File: config.mk
export PLATFORM = sky130hd
export DESIGN_NAME = l2_l1_msg_queue
export DESIGN_NICKNAME = d
export VERILOG_FILES = /design/src/rtl/l2l1_msg_pkg.sv /design/src/rtl/l2l1_msg_fifo.sv /design/src/rtl/l2_l1_msg_queue.sv
export SDC_FILE = /design/constraint.sdc
export NUM_CORES = 1
export LEC_CHECK = 0
export CAP_MARGIN = 20
export CORE_ASPECT_RATIO = 0.75
export CORE_MARGIN = 2
export CORE_UTILIZATION = 38
export DETAILED_ROUTE_END_ITERATION = 8
export GPL_TIMING_DRIVEN = 1
export PLACE_DENSITY = 0.56
export SYNTH_ARGS = -nofsm -noshare
export SYNTH_HDL_FRONTEND = slang
export SYNTH_SLANG_ARGS = --single-unit
File: constraint.sdc
create_clock -name clk -period 2.6 [get_ports clk]
set_clock_uncertainty 0.15 [all_clocks]
set_input_delay 0.52 -clock clk [delete_from_list [all_inputs] [get_ports clk]]
set_output_delay 0.52 -clock clk [all_outputs]
set_load 0.005 [all_outputs]
File: src/rtl/l2l1_msg_pkg.sv
// Shared message codes and helpers for the L2->L1 message queue.
package l2l1_msg_pkg;

  localparam int L2L1_MSG_W = 3;

  typedef enum logic [L2L1_MSG_W-1:0] {
    MSG_NONE           = 3'd0,
    MSG_GETLINE        = 3'd1,
    MSG_SENDLINE       = 3'd2,
    MSG_INVALIDATELINE = 3'd3,
    MSG_EVICTLINE      = 3'd4
  } l2l1_msg_e;

  function automatic logic is_legal_msg(input logic [L2L1_MSG_W-1:0] code);
    logic legal;
    case (code)
      MSG_GETLINE, MSG_SENDLINE, MSG_INVALIDATELINE, MSG_EVICTLINE: legal = 1'b1;
      default:                                                      legal = 1'b0;
    endcase
    return legal;
  endfunction

  function automatic logic [15:0] sat_inc16(input logic [15:0] v);
    return (v == 16'hFFFF) ? v : v + 16'd1;
  endfunction

endpackage

File: src/rtl/l2l1_msg_fifo.sv
// Generic synchronous FIFO: registered storage, wrapping pointers, occupancy, full/empty.
module l2l1_msg_fifo #(
  parameter int WIDTH = 35,
  parameter int DEPTH = 8
) (
  input  logic                       clk,
  input  logic                       rst_n,
  input  logic                       push,
  input  logic [WIDTH-1:0]           wdata,
  input  logic                       pop,
  output logic [WIDTH-1:0]           rdata,
  output logic [$clog2(DEPTH):0]     count,
  output logic                       full,
  output logic                       empty
);

  localparam int PTR_W = $clog2(DEPTH);
  localparam int CNT_W = PTR_W + 1;
  localparam logic [CNT_W-1:0] FULL_CNT = CNT_W'(DEPTH);

  logic [DEPTH-1:0][WIDTH-1:0] mem_q, mem_d;
  logic [PTR_W-1:0]            wr_ptr_q, wr_ptr_d;
  logic [PTR_W-1:0]            rd_ptr_q, rd_ptr_d;
  logic [CNT_W-1:0]            count_q, count_d;
  logic                        do_push_s, do_pop_s;

  assign full      = (count_q == FULL_CNT);
  assign empty     = (count_q == {CNT_W{1'b0}});
  assign do_push_s = push && !full;
  assign do_pop_s  = pop && !empty;
  assign rdata     = mem_q[rd_ptr_q];
  assign count     = count_q;

  // Pointers wrap naturally because DEPTH is a power of two.
  always_comb begin
    mem_d    = mem_q;
    wr_ptr_d = wr_ptr_q;
    rd_ptr_d = rd_ptr_q;
    count_d  = count_q;
    if (do_push_s) begin
      mem_d[wr_ptr_q] = wdata;
      wr_ptr_d        = wr_ptr_q + PTR_W'(1);
    end else begin
      wr_ptr_d = wr_ptr_q;
    end
    if (do_pop_s) begin
      rd_ptr_d = rd_ptr_q + PTR_W'(1);
    end else begin
      rd_ptr_d = rd_ptr_q;
    end
    case ({do_push_s, do_pop_s})
      2'b10:   count_d = count_q + CNT_W'(1);
      2'b01:   count_d = count_q - CNT_W'(1);
      default: count_d = count_q;
    endcase
  end

  always_ff @(posedge clk or negedge rst_n) begin
    if (!rst_n) begin
      mem_q    <= '0;
      wr_ptr_q <= '0;
      rd_ptr_q <= '0;
      count_q  <= '0;
    end else begin
      mem_q    <= mem_d;
      wr_ptr_q <= wr_ptr_d;
      rd_ptr_q <= rd_ptr_d;
      count_q  <= count_d;
    end
  end

endmodule

File: src/rtl/l2_l1_msg_queue.sv
// L2->L1 message queue: filters illegal codes, applies the normal-mode gate, buffers for the logger.
// Optional per-type pop statistics enabled by macro L2L1_MSG_STATS_EN.
module l2_l1_msg_queue
  import l2l1_msg_pkg::*;
#(
  parameter int DEPTH  = 8,
  parameter int ADDR_W = 32
) (
  input  logic                     clk,
  input  logic                     rst_n,
  input  logic                     normal_mode,
  input  logic                     in_valid,
  output logic                     in_ready,
  input  logic [L2L1_MSG_W-1:0]    in_msg,
  input  logic [ADDR_W-1:0]        in_addr,
  output logic                     out_valid,
  input  logic                     out_ready,
  output logic [L2L1_MSG_W-1:0]    out_msg,
  output logic [ADDR_W-1:0]        out_addr,
  output logic [$clog2(DEPTH):0]   count,
  output logic [15:0]              err_cnt
`ifdef L2L1_MSG_STATS_EN
  ,
  output logic [15:0]              stat_get,
  output logic [15:0]              stat_send,
  output logic [15:0]              stat_inval,
  output logic [15:0]              stat_evict
`endif
);

  localparam int WIDTH = L2L1_MSG_W + ADDR_W;

  logic             full_s, empty_s;
  logic             push_hs_s, legal_s, fifo_push_s, pop_s;
  logic [WIDTH-1:0] rdata_s;
  logic [15:0]      err_cnt_q, err_cnt_d;

  // in_ready deliberately ignores a same-cycle pop when full.
  assign in_ready    = !full_s || !normal_mode;
  assign push_hs_s   = in_valid && in_ready;
  assign legal_s     = is_legal_msg(in_msg);
  assign fifo_push_s = push_hs_s && legal_s && normal_mode;
  assign out_valid   = !empty_s;
  assign pop_s       = out_valid && out_ready;
  assign {out_msg, out_addr} = rdata_s;
  assign err_cnt     = err_cnt_q;

  l2l1_msg_fifo #(
    .WIDTH (WIDTH),
    .DEPTH (DEPTH)
  ) u_fifo (
    .clk   (clk),
    .rst_n (rst_n),
    .push  (fifo_push_s),
    .wdata ({in_msg, in_addr}),
    .pop   (pop_s),
    .rdata (rdata_s),
    .count (count),
    .full  (full_s),
    .empty (empty_s)
  );

  always_comb begin
    err_cnt_d = err_cnt_q;
    if (push_hs_s && !legal_s) begin
      err_cnt_d = sat_inc16(err_cnt_q);
    end else begin
      err_cnt_d = err_cnt_q;
    end
  end

  always_ff @(posedge clk or negedge rst_n) begin
    if (!rst_n) begin
      err_cnt_q <= 16'd0;
    end else begin
      err_cnt_q <= err_cnt_d;
    end
  end

`ifdef L2L1_MSG_STATS_EN
  logic [15:0] stat_get_q, stat_get_d;
  logic [15:0] stat_send_q, stat_send_d;
  logic [15:0] stat_inval_q, stat_inval_d;
  logic [15:0] stat_evict_q, stat_evict_d;

  // Only legal codes can reach the head, so the default arm never fires on a pop.
  always_comb begin
    stat_get_d   = stat_get_q;
    stat_send_d  = stat_send_q;
    stat_inval_d = stat_inval_q;
    stat_evict_d = stat_evict_q;
    if (pop_s) begin
      case (out_msg)
        MSG_GETLINE:        stat_get_d   = sat_inc16(stat_get_q);
        MSG_SENDLINE:       stat_send_d  = sat_inc16(stat_send_q);
        MSG_INVALIDATELINE: stat_inval_d = sat_inc16(stat_inval_q);
        MSG_EVICTLINE:      stat_evict_d = sat_inc16(stat_evict_q);
        default:            stat_get_d   = stat_get_q;
      endcase
    end else begin
      stat_get_d = stat_get_q;
    end
  end

  always_ff @(posedge clk or negedge rst_n) begin
    if (!rst_n) begin
      stat_get_q   <= 16'd0;
      stat_send_q  <= 16'd0;
      stat_inval_q <= 16'd0;
      stat_evict_q <= 16'd0;
    end else begin
      stat_get_q   <= stat_get_d;
      stat_send_q  <= stat_send_d;
      stat_inval_q <= stat_inval_d;
      stat_evict_q <= stat_evict_d;
    end
  end

  assign stat_get   = stat_get_q;
  assign stat_send  = stat_send_q;
  assign stat_inval = stat_inval_q;
  assign stat_evict = stat_evict_q;
`endif

endmodule

* Yosys cells after proc, flatten, opt, wreduce, memory -nomap -nowiden
Index checks and enable logic that the tools add are counted.
Word-level totals: bits in registers 306, input bits 40, logic and storage cells 53
Cells by class: add/sub/neg operators 5, order comparisons 3, equal/unequal tests 8, mux-type cells 7, bitwise logic cells 1, reduce and logical (&&, ||, !) cells 17
Operators with widths (number):
- bitwise mux 280 bit | 1
- binary-select mux 35 bit (select 3 bit) | 1
- demux 35 bit (select 3 bit) | 1
- 2-to-1 mux 35 bit | 2
- adder 16 x 1 -> 16 bit (second input constant) | 1
- == test 16 bit (second input constant) | 1
- logical AND 1 bit | 8
- < comparator 3 x 4 -> 1 bit (second input constant) | 2
- case mux 4 bit (2 select lines) | 1
- adder 3 x 1 -> 3 bit (second input constant) | 2
- == test 3 x 2 -> 1 bit (second input constant) | 2
- adder 4 x 1 -> 4 bit (second input constant) | 1
- == test 4 bit (second input constant) | 1
- logical NOT 1 bit | 4
- logical NOT 4 bit | 1
- OR reduction 4 bit | 1
- subtractor 4 x 1 -> 4 bit (second input constant) | 1
- == test 3 x 1 -> 1 bit (second input constant) | 1
- == test 3 bit (second input constant) | 1
- greater-or-equal comparator 3 x 1 -> 1 bit (second input constant) | 1
- == test 2 x 1 -> 1 bit (second input constant) | 1
- == test 2 bit (second input constant) | 1
- AND reduction 2 bit | 1
- nonzero test 2 bit | 1
- other kinds (3) | 3

* Longest topological paths before layout
Gate-level depths: netlist of run 1.
depth in word-level cells 9, mapped depth 11

* By module
A second synthesis of run 1 with hierarchy kept.
Second synthesis, totals: cells, all modules 865, area, all modules 14680.3 sq um
By module, submodules not included:
- l2l1_msg_fifo | instances 1, cells an instance 779, area an instance 13754.4 sq um, sequential area each 7257.0 sq um
- l2_l1_msg_queue | instances 1, cells an instance 86, area an instance 925.9 sq um, sequential area each 400.4 sq um

* Worst setup path before layout of run 1
OpenSTA, ideal clock, no wires.
kind input to register, from input port in_msg[1], to register u_fifo.count_q[2] (netlist: u_fifo.count[2]), setup time 129 ps, arrival 2283 ps, required time 2321 ps, slack 38 ps, stages 11, path buffers 2, cell sequence buf_4 or3_1 nand4b_1 buf_4 ha_1 xor2_1 ha_1 a21oi_1 xor2_1 nor2_1 xor2_1
Between the ends: cells in the longest elaborated chain, start to end 8, elaborated cells between the ends (all ways) 13, classes of those cells eq/ne: 6; mux: 2; reduce/logical: 5
RTL lines:
- start, declared | line l2_l1_msg_queue.sv:14 | input logic [L2L1_MSG_W-1:0] in_msg,
- == test 3 x 1 -> 1 bit (tied with other cells) | line l2l1_msg_pkg.sv:16 | case (code)
- OR reduction 4 bit * | line l2l1_msg_pkg.sv:16
- 2-to-1 mux 1 bit * | line l2l1_msg_pkg.sv:16
- logical AND 1 bit * (2 in series) | line l2_l1_msg_queue.sv:42 | assign fifo_push_s = push_hs_s && legal_s && normal_mode;
- logical AND 1 bit * | line l2l1_msg_fifo.sv:29 | assign do_push_s = push && !full;
- == test 2 x 1 -> 1 bit or == test 2 bit (tied branches) | line l2l1_msg_fifo.sv:51 | case ({do_push_s, do_pop_s})
- case mux 4 bit (2 select lines) or nonzero test 2 bit (tied branches)
- end signal, assigned | line l2l1_msg_fifo.sv:68 | count_q <= count_d;
- end, declared | line l2l1_msg_fifo.sv:24 | logic [CNT_W-1:0] count_q, count_d;
Mark *: on every way between the ends. The rest lies on a longest branch, timed or not. A chain may end at the register's enable or synchronous reset.

* Final worst setup path of run 1
from register u_fifo.rd_ptr_q[0], to output port out_addr[13]
Between the ends: cells in the longest elaborated chain, start to end 2
RTL lines:
- start, declared | line l2l1_msg_fifo.sv:23 | logic [PTR_W-1:0] rd_ptr_q, rd_ptr_d;
- start signal, assigned | line l2l1_msg_fifo.sv:67 | rd_ptr_q <= rd_ptr_d;
- binary-select mux 35 bit (select 3 bit) | line l2l1_msg_fifo.sv:31 | assign rdata = mem_q[rd_ptr_q];
- 2-to-1 mux 35 bit (not written as such) | line l2l1_msg_fifo.sv:31
- end, declared | line l2_l1_msg_queue.sv:19 | output logic [ADDR_W-1:0] out_addr,
Every way passes these cells. The select of a mux whose other input is x is not followed.

==> results of run 1 <==
-- worst max-delay path, delay by kind of cell, from the launching register on --
kind,cells,cell delay (ps)
flip-flops,1,500
buffers and inverters,5,670
multiplexers,2,720
-- cell usage in the layout, fill, tap and decap left out, types with 6 or more instances in the layout --
| cell type | count |
|---|---|
| clkdlybuf4s50_1 | 58 |
| nor3_1 | 7 |
| buf_4 | 45 |
| buf_12 | 33 |
| mux4_2 | 70 |
| clkbuf_2 | 7 |
| nand2_1 | 12 |
| clkbuf_8 | 10 |
| clkbuf_16 | 39 |
| mux2_1 | 45 |
| dfrtp_1 | 302 |
| xor2_1 | 18 |
| mux2_2 | 210 |
| mux2_4 | 65 |
| buf_6 | 39 |
| buf_8 | 6 |
-- worst max path at each step --
stage,cells past startpoint,to,start,slack [ps]
after floorplan,11,u_fifo.count[2],in_msg[1],40
after global placement,7,u_fifo.mem_q[49],in_msg[1],-450
after detailed placement,7,u_fifo.mem_q[45],in_msg[1],-440
after CTS,7,out_addr[13],u_fifo.rd_ptr_q[0],-540
after global routing,7,out_addr[13],u_fifo.rd_ptr_q[0],-560
final,7,out_addr[13],u_fifo.rd_ptr_q[0],-490
-- stage by stage --
step / cells / total power [mW] / area, µm² / hold slack, ps / util
6_report: 1549 / 22.25 / 18090 / 331.0 / 0.5009
5_1_grt: 1549 / 23.53 / 18090 / 344.8 / 0.5009
4_1_cts: 1543 / 22.37 / 17950 / 334.7 / 0.4972
3_5_place_dp: 1456 / 15.90 / 16160 / 277.9 / 0.4475
3_3_place_gp: 1456 / 15.75 / 16160 / 277.0 / 0.4475
2_1_floorplan: 857 / 12.59 / 14010 / 74.41 / -
-- logic make-up after synthesis --
| group | count (synthesis) |
|---|---|
| mux | 390 |
| flops | 306 |
| simple gates | 64 |
| buf+inv | 62 |
| xor+xnor | 23 |
| compound gates | 6 |
| fa+ha+maj | 6 |
-- report_power, final --
| part | total, mW | internal [mW] | leakage, nW | switching, mW |
|---|---|---|---|---|
| clock | 5.17 | 3.25 | 0.601 | 1.92 |
| combinational | 9.13 | 6.05 | 3.71 | 3.07 |
| sequential | 7.95 | 6.79 | 3.93 | 1.16 |
-- state kept, by name (all words and copies together), names as in the netlist --
signal,cells
u_fifo.rd_ptr_q,3
err_cnt,16
u_fifo.count,4
u_fifo.wr_ptr_q,3
u_fifo.mem_q,280
-- repair_timing --
| action | 4_1_cts | 5_1_grt |
|---|---|---|
| cloned | 6 | 2 |
| resized for setup | 183 | 53 |
| pin swaps | 0 | 7 |
| setup endpoints to repair | 37 | 60 |
| hold endpoints to repair | 34 | 0 |
| buffers inserted | 22 | 7 |
| hold buffers | 1 | 0 |
-- synth_stat cells --
| library cell | n |
|---|---|
| a211oi_1 | 1 |
| a21oi_1 | 2 |
| a221o_1 | 1 |
| and3_1 | 1 |
| and4_1 | 1 |
| buf_1 | 2 |
| buf_2 | 32 |
| buf_4 | 3 |
| buf_6 | 7 |
| clkbuf_1 | 15 |
| dfrtp_1 | 306 |
| ha_1 | 6 |
| inv_1 | 3 |
| mux2_1 | 47 |
| mux2_2 | 243 |
| mux2_4 | 30 |
| mux4_2 | 70 |
| nand2_1 | 12 |
| nand2b_1 | 2 |
| nand3_1 | 4 |
| nand3b_1 | 2 |
| nand4_1 | 5 |
| nand4b_1 | 2 |
| nor2_1 | 7 |
| nor3_1 | 7 |
| nor3_2 | 1 |
| nor3b_1 | 1 |
| nor4_1 | 2 |
| nor4_2 | 4 |
| nor4b_1 | 3 |
| nor4bb_1 | 1 |
| o21ai_2 | 1 |
| o21bai_1 | 1 |
| or2_2 | 2 |
| or3_1 | 1 |
| or4_1 | 2 |
| or4b_1 | 4 |
| xnor2_1 | 5 |
| xor2_1 | 18 |
-- cell type report --
cell class / instances / area share
Sequential cell: 306 / 0.4239
Inverter: 3 / 0.0006226
Tap cell: 496 / 0.03431
Clock inverter: 7 / 0.007471
Clock buffer: 51 / 0.05963
Timing Repair Buffer: 197 / 0.1291
Multi-Input combinational cell: 489 / 0.3449
-- routing by layer --
layer | vias up | track usage | routed length (µm)
li1 | 3541 | - | -
met1 | 4211 | 0.2571 | 15930
met2 | 125 | 0.2653 | 14530
met3 | 47 | 0.02901 | 1242
met4 | 0 | 0.03484 | 510
met5 | - | 0 | 0
==> metrics.txt, run 1 <==
drt total wl=32.21 mm; CTS Root Cell=clkbuf_16; crit path max fanout=7; first-pass GRT wire length=about 51 mm; drt pass-1 iters=4; number of cell rows=60; FF+latch count, synth=about 310; RSZ-0062 raised after global routing=yes; Layout area overhead=29.05%; Fillers=3,052; CTS H-tree depth=2; XOR/XNOR Fraction of Synth Area=0.01437; slowest stage delay, CP=500 ps; CP Data Arrival Time=between 2000 and 2500 ps; Num CTS Buffers=34; Post-Place Worst Slack=-441.3 ps; Total GRT Usage=0.1724; TNS Setup=-13,190 ps; ant diodes=0; Hold Path Class=in -> async; CP Launch Type=register; Post-Syn Area per Cell=between 15 and 20 µm²; residual DRC count=0; initial antenna violation count=0; setup ws final=-490.0 ps; I/O pins=97; power per cell area=1230 nW/µm²; clock sink count=roughly 310; Core ar.=approximately 36,000 µm²; Slew HR=0.6862; DPL Wire Length=19.55 mm; Simple-Gate Fraction of Synth Area=0.02910; Final period util=1.188; initial core utilization=0.3881; die area=between 30,000 and 40,000 µm²; reg2reg setup slack=approximately 40 ps; Die Ht=approximately 170 µm; Unique masters post-synth=39; Multi-input gate area=roughly 6200 µm²; crit-path cells=buf_12, buf_12, buf_12, buf_12, mux4_2, mux2_4, buf_6; required time of the critical path=~1900 ps; Compound-Gate Fraction of Synth Area=0.003125; Iter 0 DRT Violations=between 300 and 400; R2R Path Start=u_fifo.count[3]; Clock Latency Late Sink=around 500 ps; reg-to-reg critical path endpoint=u_fifo.mem_q[152]; final net count=roughly 1.1k; Synth Instances=about 860; pin count of the biggest net entering global routing=91; CP max-delay cell=dfrtp_4; Clock transition at path regs=60 ps; Fin. Hold Viols=0; Seq/Total Area, Yosys=0.5464; maximum VDD drop=about 0.55 mV; Tmin final=between 3000 and 4000 ps; Die Wd=roughly 230 µm; largest family of logic cells by synthesized area=multiplexers; Mapped Area=approximately 14,000 µm²; Fmax=323.6 MHz; ranking of synthesized cells by area=dfrtp_1 (55%), mux2_2 (20%), mux4_2 (11%); clk buf depth=3; Max-Cap Viols=0; Overflow after GRT=0; cell repeated most along the worst path=buf_12; CP Class=reg -> out; Final Max Slew Viols=0; CTS tree=built; Worst Setup End Kind=output port; Wirelength per Cell=~21 µm; Leak=roughly 8 nW; violated checks=setup timing; Synth top area share=0.5464; port bufs=96; area leader, netlist=dfrtp_1; outcome=complete, but fails checks; share of cells above drive strength 1=0.5328; Avg Vias per Cell=roughly 5.1; Reg area=7667 µm²; antenna viol nets, final=0; post-synthesis adder-cell area fraction=0.005357; R2R cell count=8; syn_nets=between 900 and 1k; placer congestion estimate=approximately 0.77; Vias=between 7k and 8k; synth warn=0; vias in the first global route=around 8.5k; endpoints failing setup=36; Slew @ Worst Pin=470.7 ps; post-synthesis mux area share=0.3776
Note: power is estimated with default switching activity, not from simulation.
==> run 2, diff against run 1 <==
--- a/config.mk
+++ b/config.mk
@@ -5,13 +5,15 @@
 export SDC_FILE = /design/constraint.sdc
 export NUM_CORES = 1
 export LEC_CHECK = 0
+export ABC_AREA = 0
 export CAP_MARGIN = 20
 export CORE_ASPECT_RATIO = 0.75
 export CORE_MARGIN = 2
 export CORE_UTILIZATION = 38
 export DETAILED_ROUTE_END_ITERATION = 8
 export GPL_TIMING_DRIVEN = 1
-export PLACE_DENSITY = 0.56
+export PLACE_DENSITY = 0.55
 export SYNTH_ARGS = -nofsm -noshare
 export SYNTH_HDL_FRONTEND = slang
+export SYNTH_HIERARCHICAL = 1
 export SYNTH_SLANG_ARGS = --single-unit
==> metrics.txt, run 2 <==
Worst Setup End Kind=output port; first-pass GRT wire length=53.45 mm (+4.9%); Final Max Slew Viols=0 (unchanged); I/O pins=97 (unchanged); most frequent cells in the layout=dfrtp_1 (301), mux2_4 (158), mux2_2 (139); drt pass-1 iters=4 (unchanged); Vias=8,099 (+2.2%); Clock Latency Late Sink=520 ps (about the same); final net count=1,106 (+2.7%); CTS H-tree depth=2 (unchanged); most common cell after layout, fill and taps aside=dfrtp_1; clock sink count=306 (unchanged); Slew @ Worst Pin=515.1 ps (+44.38 ps); drt total wl=34.02 mm (+5.6%); syn_nets=912 (+1.0%); Fmax=335.7 MHz (+3.7%); Core ar.=38,170 µm² (+5.7%); ys flop type=dfrtp_1; Total GRT Usage=0.1714 (-0.001048); area leader, netlist=dfrtp_1; Synth top area share=0.5216 (-0.02477); Clock transition at path regs=60 ps (about the same); max reg flops=280 (unchanged); R2R cell count=8 (unchanged); pin count of the biggest net entering global routing=63 (-31%); crit path max fanout=6 (-1); initial antenna violation count=1 (+1); die area=40,240 µm² (+4.7%); DPL Wire Length=20.22 mm (+3.4%); clk buf depth=3 (unchanged); CTS Root Cell=clkbuf_16; required time of the critical path=1930 ps (about the same); share of cells above drive strength 1=0.5590 (+0.02628); Fillers=3,290 (+7.8%); endpoints failing setup=35 (-2.8%); CP Class=reg -> out; Max-Cap Viols=0 (unchanged); setup ws final=-379.0 ps (+111.0 ps); Slew HR=0.6566 (-0.02959); CP Launch Type=register; post-route insts no fill=1,597 (+3.1%); Iter 0 DRT Violations=397 (+3.4%); Final period util=1.146 (-0.04271); antenna viol nets, final=0 (unchanged); initial core utilization=0.3846 (-0.003477); Wirelength per Cell=21.30 µm (+2.4%); Post-Syn Area per Cell=16.97 µm² (+3.8%); Leak=8.446 nW (+2.5%); FF+latch count, synth=306 (unchanged); design area=18,810 µm² (+4.0%); Tmin final=2979 ps (-111.0 ps); Avg Vias per Cell=5.071 (-0.86%); Post-Place Worst Slack=-505.3 ps (-64.03 ps); Die Wd=231.0 µm (+2.3%); CP Data Arrival Time=2310 ps (-110 ps); power per cell area=1186 nW/µm² (-3.5%); placed cell areas=16,940 µm² (+4.8%); RSZ-0062 raised after global routing=yes; Seq/Total Area, Yosys=0.5216 (-0.02477); violated checks=setup timing; placer congestion estimate=0.7198 (-6.1%); Overflow after GRT=0 (unchanged); Hold Path Class=reg -> reg; Mapped Area=14,680 µm² (+4.7%); port bufs=96 (unchanged); Top reg by flops=u_fifo/mem_q; Post-synth top cells=dfrtp_1 (306), mux2_2 (177), mux2_4 (120); vias in the first global route=8,824 (+3.4%); Die Ht=174.2 µm (+2.3%); number of synthesized flops with an enable pin=0 (unchanged); TNS Setup=-10,040 ps (+3154 ps); outcome=complete, but fails checks; Placed Cells=1,503 (+3.2%); number of cell rows=62 (+3.3%); residual DRC count=0 (unchanged); Num CTS Buffers=34 (unchanged); maximum VDD drop=0.5133 mV (-5.9%); Fin. Hold Viols=0 (unchanged); ranking of synthesized cells by area=dfrtp_1 (52%), mux2_2 (14%), mux2_4 (12%); reg2reg setup slack=20 ps (-20 ps); Layout area overhead=28.16%; Unique masters post-synth=51 (+31%); CTS tree=built; final core area utilization=0.4930 (-0.007914); dominant cell by count in the synthesized netlist=dfrtp_1; Synth Instances=865 (+0.93%); hold depth=1; synth warn=6 (+6); fraction of registers with async set/reset=1.000 (unchanged)
[run 2: worst paths after layout]
path | start | end
worst max-delay path | u_fifo/rd_ptr_q[0] | out_addr[25]
worst min-delay path | u_fifo/mem_q[82] | u_fifo/mem_q[82]
worst max register to register | u_fifo/count[0] | u_fifo/count[3]
worst min register to register | u_fifo/mem_q[82] | u_fifo/mem_q[82]
max in group asynchronous | rst_n | u_fifo/mem_q[151]
min in group asynchronous | rst_n | u_fifo/mem_q[25]
[run 2: worst max-delay path: stages (launching register included)]
cell and delay [ps]:
dfrtp_4 540, buf_8 160, buf_12 120, buf_12 130
mux4_2 430, mux2_4 290, buf_6 120
[run 2: per-stage QoR]
step                      power (mW)  hold slack, ps
after detailed placement       16.20           326.8
after global routing           23.62           359.6
after floorplan                12.97           74.41
after CTS                      22.51           339.7
final                          22.32           331.5
after global placement         16.10           318.4
[run 2: cell families (layout without fill, tap and decap cells)]
logic type | after synthesis | count (layout) | synth area share
flops | 306 | 306 | 0.5216
mux | 390 | 390 | 0.3834
simple gates | 72 | 72 | 0.03921
other cells | 0 | 1 | 0
xor+xnor | 20 | 20 | 0.01193
compound gates | 11 | 11 | 0.006137
fa+ha+maj | 7 | 7 | 0.006477
buf+inv | 59 | 278 | 0.03119
[run 2: layout make-up]
cell class                      count  area [µm²]  share of cell area
Sequential cell                   306        7669              0.4076
Antenna cell                        1       2.502           0.0001330
Timing Repair Buffer              209        2499              0.1328
Clock buffer                       51        1016             0.05400
Clock inverter                     10       111.4            0.005919
Multi-Input combinational cell    500        6834              0.3632
Inverter                            8       42.54            0.002261
Tap cell                          512       640.6             0.03405
[run 2: timing repair]
item                       4_1_cts  5_1_grt
hold endpoints to repair        51        0
setup endpoints to repair       38      125
pin swaps                        3       14
buffers inserted                21        7
gates cloned                     5        3
hold buffers                     1        0
gates resized for setup        237       27
[run 2: where the power goes]
part | switching (mW) | internal, mW
clock network | 1.95 | 2.91
logic | 3.25 | 6.38
registers | 1.13 | 6.70
total | 6.34 | 16.0
[run 2: routing by layer]
layer | vias up | GRT usage | share of wire
li1 | 3645 | - | -
met1 | 4305 | 0.2586 | 0.50
met2 | 116 | 0.2596 | 0.45
met3 | 31 | 0.02953 | 0.031
met4 | 2 | 0.03468 | 0.012
met5 | - | 0 | 0.00035
